$ cat config.mk
export PLATFORM = sky130hd
export DESIGN_NAME = sha256_sigma1
export DESIGN_NICKNAME = d
export VERILOG_FILES = /design/src/rtl/sha256_pkg.sv /design/src/rtl/sha256_sigma1_comb.sv /design/src/rtl/sha256_sigma1.sv
export SDC_FILE = /design/constraint.sdc
export NUM_CORES = 1
export LEC_CHECK = 0
export CAP_MARGIN = 20
export CORE_UTILIZATION = 40
export CTS_CLUSTER_SIZE = 28
export DETAILED_ROUTE_END_ITERATION = 10
export GPL_ROUTABILITY_DRIVEN = 0
export PLACE_DENSITY = 0.85
export SLEW_MARGIN = 20
export SYNTH_ARGS = -nofsm -noshare
export SYNTH_HDL_FRONTEND = slang
export SYNTH_HIERARCHICAL = 1
export SYNTH_SLANG_ARGS = --single-unit
$ cat constraint.sdc
create_clock -name clock -period 2.5 [get_ports clock]
set_input_delay 0.75 -clock clock [delete_from_list [all_inputs] [get_ports clock]]
set_output_delay 0.75 -clock clock [all_outputs]
set_load 0.01 [all_outputs]
$ cat src/rtl/sha256_pkg.sv
// sha256_pkg: shared SHA-256 word type, sigma rotate/shift constants and the small-sigma-1 reference function
package sha256_pkg;
   typedef logic [31:0] word_t;
   localparam int SIG0_ROT_A = 7;
   localparam int SIG0_ROT_B = 18;
   localparam int SIG0_SHR   = 3;
   localparam int SIG1_ROT_A = 17;
   localparam int SIG1_ROT_B = 19;
   localparam int SIG1_SHR   = 10;
   function automatic word_t small_sigma1(input word_t x);
      return ((x >> SIG1_ROT_A) | (x << (32 - SIG1_ROT_A))) ^
             ((x >> SIG1_ROT_B) | (x << (32 - SIG1_ROT_B))) ^
             (x >> SIG1_SHR);
   endfunction
endpackage

$ cat src/rtl/sha256_sigma1_comb.sv
// sha256_sigma1_comb: purely combinational SHA-256 small sigma-1
//   word_i    : operand x (W[t-2])
//   sigma1_o  : ROTR17(x) ^ ROTR19(x) ^ SHR10(x)
module sha256_sigma1_comb
   import sha256_pkg::*;
(
   input  logic [31:0] word_i,
   output logic [31:0] sigma1_o
);
   assign sigma1_o = small_sigma1(word_i);
endmodule

$ cat src/rtl/sha256_sigma1.sv
// sha256_sigma1: registered SHA-256 small sigma-1, one-cycle latency, one word per clock
//   clock         : rising-edge clock
//   reset         : synchronous, active-low; clears the output register
//   word          : operand x (W[t-2])
//   sigma1_output : sigma1 of the word sampled at the previous edge
// Optional macro SHA256_SIGMA1_ASSERT_EN adds a simulation-only check against small_sigma1.
module sha256_sigma1
   import sha256_pkg::*;
(
   input  logic        clock,
   input  logic        reset,
   input  logic [31:0] word,
   output logic [31:0] sigma1_output
);
   word_t sigma1_d, sigma1_q;
   sha256_sigma1_comb u_comb (
      .word_i   (word),
      .sigma1_o (sigma1_d)
   );
   always_ff @(posedge clock) sigma1_q <= reset ? sigma1_d : '0;
   assign sigma1_output = sigma1_q;
`ifdef SHA256_SIGMA1_ASSERT_EN
   // Output seen at this edge was loaded at the previous edge, so compare against
   // that edge's word, and only when reset was released there.
   word_t word_q;
   logic  valid_q;
   always_ff @(posedge clock) begin
      word_q  <= word;
      valid_q <= reset;
      if (valid_q && sigma1_q != small_sigma1(word_q))
         $error("sha256_sigma1: output %h, reference %h", sigma1_q, small_sigma1(word_q));
   end
`endif
endmodule

==> results by group <==
Logic synthesis
  – Post-synthesis sequential element count: 32
  – Count of cell types in the netlist: 5
  – Synthesized-area fraction occupied by adder cells: 0%
  – Synthesized area per cell: around 15 sq um
  – Largest cells by area after synthesis: dfxtp_1 (43%), xor3_1 (35%), and2_2 (16%), xor2_1 (5.8%), clkbuf_2 (1.0%)
  – Synthesized area: 1510 sq um
  – Mux cell area share after synthesis: 0%
  – Simple-Gate Fraction of Synth Area: roughly 16%
  – Post-synthesis compound-gate area fraction: 0%
  – Syn_nets: about 130
  – Yosys warnings: 6
  – Top-area cell type share of the netlist area: 42.5%
  – Leading area contributor after synthesis: dfxtp_1
  – Post-Synth XOR/XNOR Area: 40.5%
  – Largest family of logic cells by synthesized area: XOR/XNOR gates
  – Syn Inst Count: 99
  – Register area share after synthesis: 42.5%

Critical path
  – Delay-heaviest family, CP: buffers and inverters
  – Crit path cell chain: clkdlybuf4s50_1
  – WP buf/inv: 1
  – Slowest Stage Delay on Critical Path: 550 ps
  – Endpoint class of the critical path: output pin
  – Critical Setup Path Class: flip-flop to output pin
  – Worst-path fanout max: 1
  – CP max stage cell: clkdlybuf4s50_1
  – Worst path arrival time: 1160 ps
  – Startpoint Class: flip-flop
  – Worst EP required: 1750 ps

Clock network
  – Sink Count: 32
  – Clk root buf: clkbuf_8
  – CTS Buf Count: 5
  – Cts hold-fix bufs: 0
  – # resized after CTS: 0
  – H-tree Lvls: 2
  – Buffer count from post-CTS setup fixing: 0
  – CTS tree: built
  – CTS max path bufs: 2
  – Worst-path clk slew: 70 ps

Global routing
  – Gr usage total: approximately 18%
  – Global route overflow: 0
  – Vias in the first global route: 1035
  – Largest net degree at the start of global routing: 33
  – Global-route wire length before repair: between 5 and 6 mm
  – Initial antenna violation count: 0

Final layout
  – P&R area growth vs syn: 52.7%
  – Commonest non-fill, non-tap cell in the layout: clkdlybuf4s50_1
  – Final net count: 203
  – Largest register FFs: 32
  – ANT cells: 0
  – Share of layout cells above drive strength 1: 24.1%
  – Most frequent cells in the layout: clkdlybuf4s50_1 (65), and2_2 (32), dfxtp_1 (32), xor3_1 (22), xor2_1 (10)

Routing
  – DRC violations left: 0
  – Drt wl/cell: 14.5 microns
  – Drt via density: 4.36
  – WL final: between 3 and 4 mm
  – Antenna Nets Post-Route: 0
  – Via count: 941
  – Total iterations of the first detailed-routing run: 2
  – 1st-iter DRT viols: 35

Timing
  – Final setup margin: 589 ps
  – Final setup vio count: 0
  – Fmax: 0.523 GHz
  – Final Cycle Share: 76.4%
  – Final Hold Vio Count: 0
  – Tightest Pin Transition: 224 ps
  – Relative slew margins: 85.0%
  – RSZ-0062 raised after global routing: false
  – Slew Viols, Final: 0
  – Post-Route Setup TNS: 0 ps
  – Final worst path period need: about 1900 ps

Flow run
  – # Max-Cap Violations: 0

Placed design
  – DP Worst Slack: 428 ps
  – # port buffers: between 60 and 70

Die
  – Die width: ~63 microns
  – Placeable core region: around 3500 sq um
  – Rows: 21
  – # IOs: 66
  – Starting Density: between 40% and 50%
  – Die area: 4020 sq um
  – Chip Height: 63.4 microns

Power
  – Internal power: 1.03 mW
  – Switching Share: 23.1%
  – Seq pwr share: a little over two fifths
  – Clock network fraction of total power: 30.5%
  – P_sw: just over 0.3 mW
  – Comb power frac: 26.7%
  – Worst ir drop on vdd: 0.285 mV
  – Pwr Density: 584 nW/um^2
  – Leak Pwr: 1.05 nW

Min path
  – Hold Path Class: primary input to flip-flop

Run status
  – Status: completed
## cells in the mapped netlist
master	number
xor2_1	10
xor3_1	22
and2_2	32
clkbuf_2	3
dfxtp_1	32
## stage by stage
step / hold slack (ps) / std cells / power (mW) / instance area [sq um] / utilization, %
3_5_place_dp: 1480 / 208 / 0.947 / 2210 / 63.6
5_1_grt: 1220 / 216 / 1.42 / 2300 / 66.3
4_1_cts: 1200 / 216 / 1.36 / 2300 / 66.3
6_report: 1200 / 216 / 1.34 / 2300 / 66.3
3_3_place_gp: 1490 / 208 / 0.939 / 2210 / 63.6
2_1_floorplan: 886 / 99 / 0.758 / 1510 / -
## final timing paths
check | end | startpoint | cells past startpoint
worst min-delay path | sigma1_output[22]$_SDFF_PN0_ | word[7] | 3
worst max-delay path | sigma1_output[2] | sigma1_output[2]$_SDFF_PN0_ | 1
## power groups by stage
stage | clock, mW | combinational [mW] | sequential, mW
floorplan | 0 | 0.146 | 0.612
detailed placement | 0 | 0.360 | 0.587
global route | 0.455 | 0.383 | 0.578
CTS | 0.425 | 0.363 | 0.575
finish | 0.410 | 0.358 | 0.574
global placement | 0 | 0.355 | 0.584
## kinds of logic after synthesis
kind of cell	after synthesis
flip-flops	32
AND/OR/NAND/NOR	32
XOR/XNOR	32
buffers and inverters	3
## per-layer routing
layer / GRT usage [%] / vias to the layer above / wire length (microns)
met5: 0 / - / 0
met1: 20.2 / 416 / 1320
met2: 26.5 / 51 / 1450
li1: - / 459 / -
met3: 6.16 / 15 / 220
met4: 14.5 / 0 / 148
## layout make-up
class,instances,area (sq um)
clock buffers,6,82.6
clock inverters,2,10.0
fillers,247,1170
multi-input cells,64,851
flip-flops and latches,32,641
well taps,46,57.6
repair buffers,66,658
(Power assumes the default switching activity.)
